==> config.mk <==
export PLATFORM = sky130hd
export DESIGN_NAME = multiplier_half_precision_pipe
export DESIGN_NICKNAME = d
export VERILOG_FILES = /design/src/rtl/fp16_pkg.sv /design/src/rtl/fp16_mul_normalize.sv /design/src/rtl/multiplier_half_precision_pipe.sv
export SDC_FILE = /design/constraint.sdc
export NUM_CORES = 1
export LEC_CHECK = 0
export CAP_MARGIN = 30
export CORE_ASPECT_RATIO = 0.7
export CORE_MARGIN = 2
export CORE_UTILIZATION = 44
export DETAILED_ROUTE_END_ITERATION = 8
export SLEW_MARGIN = 40
export SYNTH_ARGS = -nofsm -noshare
export SYNTH_HDL_FRONTEND = slang
export SYNTH_HIERARCHICAL = 1
export SYNTH_SLANG_ARGS = --single-unit
==> constraint.sdc <==
create_clock -name i_Clk -period 11.7 [get_ports i_Clk]
set_input_delay 2.34 -clock i_Clk [delete_from_list [all_inputs] [get_ports i_Clk]]
set_output_delay 2.34 -clock i_Clk [all_outputs]
set_load 0.005 [all_outputs]
==> src/rtl/fp16_pkg.sv <==
// Shared binary16 number model for the vertex-transform datapath (multiplier and adder).
// Implicit leading 1, bias 15, no denormals, [14:0]==0 is zero, truncation rounding.
package fp16_pkg;

    localparam logic signed [6:0] FP16_BIAS       = 7'sd15;
    localparam logic signed [6:0] FP16_EXP_MAX    = 7'sd30;
    localparam logic [14:0]       FP16_MAX_FINITE = 15'h7BFF;
    localparam logic [15:0]       FP16_ZERO       = 16'h0000;

    localparam int SIGN_BIT = 32'sd15;
    localparam int EXP_MSB  = 32'sd14;
    localparam int EXP_LSB  = 32'sd10;
    localparam int MAN_MSB  = 32'sd9;

    typedef logic [10:0]        fp16_sig_t;
    typedef logic [21:0]        fp16_prod_t;
    typedef logic signed [6:0]  fp16_exp_t;

    function automatic logic fp16_is_zero(input logic [15:0] x);
        return (x[EXP_MSB:0] == 15'd0);
    endfunction

    function automatic fp16_sig_t fp16_sig(input logic [15:0] x);
        return {1'b1, x[MAN_MSB:0]};
    endfunction

    // Unbiased-then-rebiased exponent of the raw significand product; range -15..47.
    function automatic fp16_exp_t fp16_exp_sum(input logic [15:0] a, input logic [15:0] b);
        return $signed({2'b00, a[EXP_MSB:EXP_LSB]}) + $signed({2'b00, b[EXP_MSB:EXP_LSB]}) - FP16_BIAS;
    endfunction

endpackage

==> src/rtl/fp16_mul_normalize.sv <==
// Combinational stage-3 of the binary16 multiplier: normalize the 22-bit significand
// product, truncate, and pack with zero/underflow flush and overflow saturation.
module fp16_mul_normalize
    import fp16_pkg::*;
(
    input  logic [21:0]       prod,
    input  logic signed [6:0] es,
    input  logic              sign,
    input  logic              zero,
    output logic [15:0]       result
);

    logic signed [6:0] exp_s;
    logic [9:0]        man_s;
    logic              unused_s;

    assign unused_s = ^prod[9:0];

    // Select normalization shift from the product's top bit and pack the result.
    always_comb begin
        exp_s  = es;
        man_s  = prod[19:10];
        result = FP16_ZERO;
        if (prod[21]) begin
            exp_s = es + 7'sd1;
            man_s = prod[20:11];
        end else begin
            exp_s = es;
            man_s = prod[19:10];
        end

        if (zero) begin
            result = FP16_ZERO;
        end else if (exp_s <= 7'sd0) begin
            result = FP16_ZERO;
        end else if (exp_s > FP16_EXP_MAX) begin
            result = {sign, FP16_MAX_FINITE};
        end else begin
            result = {sign, exp_s[4:0], man_s};
        end
    end

endmodule

==> src/rtl/multiplier_half_precision_pipe.sv <==
// 3-stage pipelined binary16 multiplier with valid/ready on both sides and a
// pass-through tag; bubbles collapse so an empty stage fills under backpressure.
module multiplier_half_precision_pipe
    import fp16_pkg::*;
#(
    parameter int TAG_W = 4
) (
    input  logic             i_Clk,
    input  logic             i_Reset,
    input  logic             i_Valid,
    output logic             o_Ready,
    input  logic [15:0]      i_Factor1,
    input  logic [15:0]      i_Factor2,
    input  logic [TAG_W-1:0] i_Tag,
    output logic             o_Valid,
    input  logic             i_Ready,
    output logic [15:0]      o_Product,
    output logic [TAG_W-1:0] o_Tag
);

    logic en1_s, en2_s, en3_s;
    logic v1_r, v2_r, v3_r;

    logic              sign1_r, zero1_r;
    logic signed [6:0] es1_r;
    logic [10:0]       man_a1_r, man_b1_r;
    logic [TAG_W-1:0]  tag1_r;

    logic              sign2_r, zero2_r;
    logic signed [6:0] es2_r;
    logic [21:0]       prod2_r;
    logic [TAG_W-1:0]  tag2_r;

    logic [15:0]       result_s;

    assign en3_s   = !v3_r || i_Ready;
    assign en2_s   = !v2_r || en3_s;
    assign en1_s   = !v1_r || en2_s;
    assign o_Ready = en1_s;
    assign o_Valid = v3_r;

    // Stage 1: capture operands, classify sign/zero and form the exponent sum.
    always_ff @(posedge i_Clk) begin
        if (i_Reset) begin
            v1_r     <= 1'b0;
            sign1_r  <= 1'b0;
            zero1_r  <= 1'b0;
            es1_r    <= 7'sd0;
            man_a1_r <= 11'd0;
            man_b1_r <= 11'd0;
            tag1_r   <= '0;
        end else if (en1_s) begin
            v1_r <= i_Valid;
            if (i_Valid) begin
                sign1_r  <= i_Factor1[SIGN_BIT] ^ i_Factor2[SIGN_BIT];
                zero1_r  <= fp16_is_zero(i_Factor1) || fp16_is_zero(i_Factor2);
                es1_r    <= fp16_exp_sum(i_Factor1, i_Factor2);
                man_a1_r <= fp16_sig(i_Factor1);
                man_b1_r <= fp16_sig(i_Factor2);
                tag1_r   <= i_Tag;
            end
        end
    end

    // Stage 2: full 11x11 significand multiply; classification rides along.
    always_ff @(posedge i_Clk) begin
        if (i_Reset) begin
            v2_r    <= 1'b0;
            sign2_r <= 1'b0;
            zero2_r <= 1'b0;
            es2_r   <= 7'sd0;
            prod2_r <= 22'd0;
            tag2_r  <= '0;
        end else if (en2_s) begin
            v2_r <= v1_r;
            if (v1_r) begin
                sign2_r <= sign1_r;
                zero2_r <= zero1_r;
                es2_r   <= es1_r;
                prod2_r <= 22'(man_a1_r) * 22'(man_b1_r);
                tag2_r  <= tag1_r;
            end
        end
    end

    fp16_mul_normalize u_normalize (
        .prod   (prod2_r),
        .es     (es2_r),
        .sign   (sign2_r),
        .zero   (zero2_r),
        .result (result_s)
    );

    // Stage 3: output register; holds its value while the consumer stalls.
    always_ff @(posedge i_Clk) begin
        if (i_Reset) begin
            v3_r      <= 1'b0;
            o_Product <= FP16_ZERO;
            o_Tag     <= '0;
        end else if (en3_s) begin
            v3_r <= v2_r;
            if (v2_r) begin
                o_Product <= result_s;
                o_Tag     <= tag2_r;
            end
        end
    end

endmodule

==> reports/results.tsv, run 1 <==
metric	value	unit
GR Layer Usage met2	28.4	%
initial antenna violation count	0	
Max clock buf depth	2	
Post-DRT Antenna Nets	0	
Hold Vio Cnt, Final	0	
slowest CP cell	clkdlybuf4s50_1	
final setup TNS	0	ps
met1 Usage GRT	32.8	%
register area	1640	um2
Overflow after GRT	0	
R2R setup slack	6390	ps
cts bufs inserted	9	
hpwl dp	13400	um
Crit Path Class	in2out	
most used routing layer	met1	
Starting Density	44.8	%
P&R area growth vs syn	13.1	%
Worst Max-Slew Pin Slew	755	ps
PwrDens	88.3	nW/um2
Multi-input gate area	5370	um2
first-pass GRT wire length	30000	um
Die Width	162	um
routability cong.	0.836	
RSZ-0062 raised after global routing	no	
max-slew violation count	0	
max incr delay on CP	460	ps
Worst Setup Slack, final	5640	ps
maxcap violations	0	
Global Route Usage Sum	20.1	%
CTS Sinks	82	
Hold Path Origin	tag1_r[3]$_SDFFE_PP0P_	
Peak VDD IR	0.0694	mV
Die ar.	18500	um2
TritonCTS clock tree	yes	
H-tree depth	3	
WL per Instance	14.7	um
Post-Syn Area	7660	um2
Peak Freq	165	MHz
diodes inserted	0	
hold crit path type	reg2reg	
drt drc	0	
worst reg2reg endpoint	prod2_r[19]$_SDFFE_PP0P_	
final setup vio count	0	
fin crit period	6060	ps
Setup crit start kind	input port	
fillers	1727	
Synth Area per Inst	8.24	um2
Ys Warns	6	
status	completed	
largest net degree at the start of global routing	70	
Static Leak	3.86	nW
I/O pin count	62	
worst slack, placed	5650	ps
clock slew at reported path FFs	70	ps
Buf+Inv Stages, Crit Path	2	
Synthesized Nets	1121	
Site Rows	40	
Tcrit/Tclk final	51.8	%
Worst R2R Start	man_a1_r[10]$_SDFFE_PP0P_	
PortBufs	61	
cts hold-fix bufs	0	
Post-Route WL	17400	um
Core ar.	17100	um2
Final Instance Area	8660	um2
drt first pass iters	4	
crit-path max FO	4	
Top delay family on crit path	buffers and inverters	
placed cell areas	8330	um2
cells after synthesis	930	
Hold Crit Depth	2	
Fin Clk Skew	8.21	ps
CTS resizes	0	
number of global-route vias before repair	5792	
Max-Slew Margin vs Limit	49.7	%
drt initial violations	306	
CP arrival	3720	ps
postcts setup bufs	0	
crit-path cells	clkdlybuf4s50_1, nor2b_1, and2_1, nand2_1, clkdlybuf4s50_1	
Layout Nets	1139	
Root Driver	clkbuf_16	
Vias	5950	
WHS Endpoint	tag2_r[3]$_SDFFE_PP0P_	
met3 Track Usage GR	2.86	%
CP dominant cell by count	clkdlybuf4s50_1	
worst skew pair latency	330	ps
Critical Path RT	9360	ps
Crit. End Element	primary output	
Vias/cell	5.03	
share of layout cells above drive strength 1	4.62	%
hold_ws	450	ps
FF-to-FF path depth	15	
Chip Height	114	um
## registers in the layout, summed over array words and instances (netlist names), 7 cells and up
| name | count |
|---|---|
| es2_r | 7 |
| es1_r | 7 |
| man_a1_r | 11 |
| o_Product | 16 |
| man_b1_r | 10 |
| prod2_r | 12 |
## routing by layer
layer / vias up / part of all wire (%)
li1: 3009 / -
met1: 2842 / 56
met2: 93 / 39
met3: 6 / 3.8
met4: 0 / 0.34
met5: - / 0
## final cells by class
class,instances,share of cell area (%)
clock buffers,9,2.60
clock inverters,7,1.23
inverters,108,4.68
multi-input cells,683,61.9
flip-flops and latches,82,19.0
well taps,231,3.34
repair buffers,64,7.25
## worst reg2reg max path: stages (launching register included)
cell,delay (ps)
dfxtp_1,760
and2_1,260
fa_1,440
fa_1,520
fa_1,510
fa_1,550
inv_1,50
fa_1,520
inv_1,40
ha_1,350
a21oi_1,150
o21ai_1,130
or4_1,500
o21ai_2,140
xor2_1,170
a211oi_1,90
## stage by stage
stage                     std cells  power, W  util (%)
after CTS                      1184  0.000771      50.6
final                          1184  0.000765      50.6
after global placement         1168  0.000455      48.6
after detailed placement       1168  0.000457      48.7
after floorplan                 930  0.000411         -
after global routing           1184  0.000807      50.6
## placed cells by master, fill, tap and decap left out, drive strengths merged, types with 2 or more instances in the layout
master / n
clkdlybuf4s50: 60
nand4: 9
buf: 4
mux2i: 13
xor2: 6
nand2b: 8
bufinv: 2
a31oi: 5
a211o: 3
a21oi: 97
ha: 70
inv: 112
a211oi: 6
o211ai: 3
and3: 3
a21o: 4
and2: 77
clkbuf: 9
nor4: 7
nor2: 25
nor3: 7
nand3: 8
o21ai: 19
nor2b: 3
nand2: 197
fa: 81
dfxtp: 82
xnor2: 12
## worst max path at each step
| stage | from | endpoint | slack [ps] | cells past startpoint |
|---|---|---|---|---|
| after global routing | i_Ready | o_Ready | 5510 | 5 |
| final | i_Ready | o_Ready | 5640 | 5 |
| after CTS | i_Ready | o_Ready | 5630 | 5 |
| after detailed placement | i_Ready | o_Ready | 5650 | 5 |
| after floorplan | i_Ready | o_Ready | 6600 | 3 |
| after global placement | i_Ready | o_Ready | 5650 | 5 |
## report_power, final
| part | switching [W] | total [W] | internal (W) |
|---|---|---|---|
| clock | 0.000123 | 0.000314 | 0.000191 |
| sequential | 0.0000206 | 0.000311 | 0.000290 |
| combinational | 0.0000796 | 0.000140 | 0.0000602 |
| total | 0.000223 | 0.000765 | 0.000542 |
Power figures use the tool's default switching activity.
==> inputs of run 2 (changes only) <==
- clock period: 11.7 -> 6 ns (I/O delays scaled with it)
==> reports/results.tsv, run 2 (synthesis gave the netlist of run 1 again) <==
metric	value	unit	change
share of layout cells above drive strength 1	4.91	%	was 4.62%
I/O pin count	62		unchanged
initial antenna violation count	0		unchanged
Hold Vio Cnt, Final	0		unchanged
Worst R2R Start	man_a1_r[8]$_SDFFE_PP0P_		was man_a1_r[10]$_SDFFE_PP0P_
Global Route Usage Sum	20.7	%	was 20.1%
biggest regs	o_Product: 16 flops, prod2_r: 12 flops, man_a1_r: 11 flops		unchanged
Worst path depth	16		was 5
hpwl dp	13800	um	was 13400 um
crit-path max FO	12		was 4
worst skew pair latency	350	ps	was 330 ps
routability cong.	0.852		was 0.836
Setup crit start kind	flip-flop		was input port
cts bufs inserted	9		unchanged
Die ar.	18500	um2	unchanged
Worst Max-Slew Pin Slew	740	ps	was 755 ps
met3 Track Usage GR	3.59	%	was 2.86%
TritonCTS clock tree	yes		unchanged
PortBufs	61		unchanged
Final Instance Area	8690	um2	was 8660 um2
Top delay family on crit path	adder cells		was buffers and inverters
hold crit path type	reg2reg		unchanged
Site Rows	40		unchanged
largest net degree at the start of global routing	80		was 70
cts hold-fix bufs	0		unchanged
GR Layer Usage met2	27.7	%	was 28.4%
most common cell after layout, fill and taps aside	nand2_1		unchanged
crit-path cells	nand2_1, fa_1, inv_1, fa_1, fa_1, fa_1, inv_1, fa_1, inv_1, ha_1, a21oi_1, o21ai_1, or4_1, o21ai_2, xor2_1, a211oi_1		was clkdlybuf4s50_1, nor2b_1, and2_1, nand2_1, clkdlybuf4s50_1
most frequent cells in the layout	nand2_1 (195), inv_1 (108), a21oi_1 (86), dfxtp_1 (82), fa_1 (81)		was nand2_1 (195), inv_1 (108), a21oi_1 (86), fa_1 (81), dfxtp_1 (81)
Post-DRT Antenna Nets	0		unchanged
Starting Density	44.8	%	unchanged
Critical Path RT	6260	ps	was 9360 ps
Crit Path Class	reg2reg		was in2out
Layout Nets	1143		was 1139
crit path to	prod2_r[19]$_SDFFE_PP0P_		was o_Ready
Hold Path Origin	es1_r[6]$_SDFFE_PP0P_		was tag1_r[3]$_SDFFE_PP0P_
PwrDens	172	nW/um2	was 88.3 nW/um2
diodes inserted	0		unchanged
number of flip-flops under the largest register name	16		unchanged
WL per Instance	14.8	um	was 14.7 um
R2R setup slack	830	ps	was 6390 ps
maxcap violations	0		unchanged
met1 Usage GRT	34.3	%	was 32.8%
postcts setup bufs	0		unchanged
Die Width	162	um	unchanged
CP arrival	5420	ps	was 3720 ps
worst slack, placed	835	ps	was 5650 ps
FF-to-FF path depth	16		was 15
final setup TNS	0	ps	unchanged
drt drc	0		unchanged
fillers	1697		was 1727
worst reg2reg endpoint	prod2_r[19]$_SDFFE_PP0P_		unchanged
RSZ-0062 raised after global routing	no		unchanged
max incr delay on CP	570	ps	was 460 ps
Max-Slew Margin vs Limit	50.7	%	was 49.7%
slowest CP cell	dfxtp_1		was clkdlybuf4s50_1
clock slew at reported path FFs	70	ps	about the same
Static Leak	3.88	nW	was 3.86 nW
Crit. End Element	flip-flop		was primary output
Vias	5953		was 5950
Post-Route WL	17600	um	was 17400 um
Peak VDD IR	0.154	mV	was 0.0694 mV
first-pass GRT wire length	30500	um	was 30000 um
fin crit period	5170	ps	
drt initial violations	282		was 306
CTS Sinks	82		unchanged
Tcrit/Tclk final	86.1	%	
Root Driver	clkbuf_16		unchanged
Overflow after GRT	0		unchanged
Max clock buf depth	2		unchanged
Core ar.	17100	um2	unchanged
P&R area growth vs syn	13.5	%	was 13.1%
final setup vio count	0		unchanged
Fin Clk Skew	9.69	ps	was 8.21 ps
Buf+Inv Stages, Crit Path	3		was 2
drt first pass iters	4		unchanged
H-tree depth	3		unchanged
CTS resizes	0		unchanged
crit path from	man_a1_r[8]$_SDFFE_PP0P_		was i_Ready
max-slew violation count	0		unchanged
Hold Crit Depth	2		unchanged
Reg with most FFs	o_Product		unchanged
Worst Setup Slack, final	831	ps	was 5640 ps
Vias/cell	5.01		was 5.03
Peak Freq	193	MHz	
number of global-route vias before repair	5918		was 5792
most used routing layer	met1		unchanged
CP dominant cell by count	fa_1		was clkdlybuf4s50_1
placed cell areas	8360	um2	was 8330 um2
status	completed		unchanged
Chip Height	114	um	unchanged
-- run 2: changes by cell type in the layout (fill, tap and decap cells not counted), sizes merged --
cell,change
clkinv,-1
clkinvlp,+1
buf,+4
-- run 2: layer usage --
layer | wire [um] | vias up
met2 | 6570 | 116
met4 | 91 | 0
met5 | 0 | -
li1 | - | 3023
met3 | 732 | 6
met1 | 10200 | 2808
-- run 2: power by group --
part | switching (W) | total, W | internal (W)
registers | 0.0000357 | 0.000602 | 0.000567
clock network | 0.000242 | 0.000614 | 0.000372
logic | 0.000157 | 0.000276 | 0.000119
-- run 2: worst min-delay path, cell delays in order, from the launching register on --
cell and delay (ps):
dfxtp_1 310, nand2_1 50, a21oi_1 50
-- run 2: worst min-delay path by stage --
| stage | endpoint | slack [ps] |
|---|---|---|
| final | es1_r[6]$_SDFFE_PP0P_ | 450 |
| after global routing | tag2_r[0]$_SDFFE_PP0P_ | 460 |
| after CTS | tag2_r[0]$_SDFFE_PP0P_ | 450 |
| after detailed placement | tag2_r[2]$_SDFFE_PP0P_ | 440 |
| after global placement | es2_r[0]$_SDFFE_PP0P_ | 440 |
| after floorplan | zero2_r$_SDFFE_PP0P_ | 430 |
-- run 2: layout make-up --
| class | instances | area [um2] | share of cell area (%) |
|---|---|---|---|
| timing repair buffer | 68 | 662 | 7.61 |
| clock buffer | 9 | 225 | 2.59 |
| tap | 231 | 289 | 3.32 |
| multi-input combinational | 683 | 5370 | 61.7 |
| inverter | 108 | 405 | 4.66 |
| clock inverter | 7 | 105 | 1.21 |
| sequential | 82 | 1640 | 18.9 |
-- run 2: stage by stage --
stage / power, W / util, % / hold WS [ps] / instances
after floorplan: 0.000801 / - / 429 / 930
after global placement: 0.000885 / 48.8 / 441 / 1172
after detailed placement: 0.000889 / 48.8 / 442 / 1172
after CTS: 0.00151 / 50.8 / 453 / 1188
after global routing: 0.00158 / 50.8 / 464 / 1188
final: 0.00149 / 50.8 / 452 / 1188
==> inputs of run 3 (changes only) <==
- clock period: 6 -> 4.85 ns (I/O delays scaled with it)
==> reports/results.tsv, run 3 (synthesis gave the netlist of run 1 again) <==
metric	value	unit	change
first-pass GRT wire length	30000	um	was 30500 um
P&R area growth vs syn	20.5	%	was 13.5%
initial antenna violation count	0		unchanged
Peak Freq	214	MHz	was 193 MHz
Core ar.	17100	um2	unchanged
largest net degree at the start of global routing	80		unchanged
hold crit path type	reg2reg		unchanged
Max clock buf depth	2		unchanged
Root Driver	clkbuf_16		unchanged
crit-path max FO	5		was 12
routability cong.	0.898		was 0.852
CP arrival	4880	ps	was 5420 ps
non-filler cells, final	1235		was 1188
Vias	6104		was 5953
Die Width	162	um	unchanged
Peak VDD IR	0.195	mV	was 0.154 mV
share of layout cells above drive strength 1	13.4	%	was 4.91%
Hold Vio Cnt, Final	0		unchanged
most common cell after layout, fill and taps aside	nand2_1		unchanged
Post-DRT Antenna Nets	0		unchanged
max-slew violation count	0		unchanged
Tcrit/Tclk final	96.5	%	was 86.1%
Max-Slew Margin vs Limit	59.5	%	was 50.7%
final setup vio count	0		unchanged
RSZ-0062 raised after global routing	yes		was no
Crit Path Class	reg2reg		unchanged
final setup TNS	0	ps	unchanged
Layout Nets	1190		was 1143
PortBufs	61		unchanged
drt first pass iters	5		was 4
placed cell count	1218		was 1172
Site Rows	40		unchanged
number of global-route vias before repair	5911		was 5918
drt initial violations	320		was 282
Reg with most FFs	o_Product		unchanged
Worst Max-Slew Pin Slew	608	ps	was 740 ps
Global Route Usage Sum	20.2	%	was 20.7%
worst skew pair latency	340	ps	was 350 ps
WL per Instance	14.4	um	was 14.8 um
Fin Clk Skew	10.9	ps	was 9.69 ps
Chip Height	114	um	unchanged
clock slew at reported path FFs	70	ps	about the same
Static Leak	4.14	nW	was 3.88 nW
I/O pin count	62		unchanged
Critical Path RT	5050	ps	was 6260 ps
TritonCTS clock tree	yes		unchanged
Die ar.	18500	um2	unchanged
fin crit period	4680	ps	was 5170 ps
most frequent cells in the layout	nand2_1 (194), inv_1 (106), a21oi_1 (82), and2_1 (76), fa_1 (76)		was nand2_1 (195), inv_1 (108), a21oi_1 (86), dfxtp_1 (82), fa_1 (81)
Vias/cell	4.94		was 5.01
PwrDens	208	nW/um2	was 172 nW/um2
total power	0.00192	W	was 0.00149 W
maxcap violations	0		unchanged
H-tree depth	3		unchanged
CTS Sinks	82		unchanged
drt drc	0		unchanged
fillers	1647		was 1697
status	completed		unchanged
Overflow after GRT	0		unchanged
Setup crit start kind	flip-flop		unchanged
cts bufs inserted	9		unchanged
Starting Density	44.8	%	unchanged
hpwl dp	14200	um	was 13800 um
diodes inserted	0		unchanged
cts hold-fix bufs	0		unchanged
number of flip-flops under the largest register name	16		unchanged
biggest regs	o_Product: 16 flops, prod2_r: 12 flops, man_a1_r: 11 flops		unchanged
Post-Route WL	17800	um	was 17600 um
Crit. End Element	flip-flop		unchanged
run 3: cell count changes in the layout (fill, tap and decap cells not counted), moves of 7 or more:
cell	delta
buf_4	+43
dfxtp_1	-16
dfxtp_2	+9
dfxtp_4	+7
run 3: area by class of cell:
cell class,count,area (um2),area share [%]
Inverter,108,405,4.39
Clock buffer,9,225,2.44
Clock inverter,7,105,1.14
Sequential cell,82,1680,18.2
Timing Repair Buffer,115,1030,11.2
Tap cell,231,289,3.13
Multi-Input combinational cell,683,5500,59.5
run 3: per-layer routing:
layer / part of all wire (%) / vias to the layer above / track usage [%]
met4: 0.37 / 0 / 2.83
met5: 0 / - / 0
met3: 5.4 / 4 / 4.71
met1: 55 / 2859 / 32.0
li1: - / 3118 / -
met2: 39 / 123 / 28.1
run 3: worst max-delay path, stage by stage (launching register included):
cell	delay (ps)
dfxtp_4	390
buf_6	130
nand2_1	70
fa_1	480
inv_1	50
fa_1	490
inv_1	60
fa_1	560
fa_1	430
fa_1	490
inv_1	60
ha_4	230
a21oi_4	170
o21ai_2	100
or4_4	480
o21ai_2	130
xor2_1	160
a211oi_1	80
run 3: final timing paths:
| kind | to | cells past startpoint | slack (ps) | start |
|---|---|---|---|---|
| max | prod2_r[19]$_SDFFE_PP0P_ | 17 | 170 | man_a1_r[6]$_SDFFE_PP0P_ |
| min | sign2_r$_SDFFE_PP0P_ | 2 | 450 | sign1_r$_SDFFE_PP0P_ |
| min reg2reg | sign2_r$_SDFFE_PP0P_ | 2 | 450 | sign1_r$_SDFFE_PP0P_ |
| max reg2reg | prod2_r[19]$_SDFFE_PP0P_ | 17 | 170 | man_a1_r[6]$_SDFFE_PP0P_ |
run 3: stage by stage:
step	hold WS [ps]	area (um2)	setup WS [ps]	utilization, %
floorplan	429	7670	4.12	-
global placement	440	8700	-81.7	50.8
detailed placement	442	8700	-79.3	50.8
CTS	453	9050	1.66	52.9
global route	471	9230	-45.6	53.9
finish	450	9230	171	53.9
run 3: where the power goes:
part / total (W) / leakage, nW / internal (W) / switching [W]
Clock: 0.000772 / 0.159 / 0.000461 / 0.000311
Sequential: 0.000729 / 0.677 / 0.000700 / 0.0000292
Combinational: 0.000414 / 3.30 / 0.000190 / 0.000224
run 3: what timing repair did:
item                                    in CTS  in global routing
pin swaps                                    5                 13
setup buffers                                0                  1
endpoints found under the setup margin       2                 10
resized for setup                           15                 42
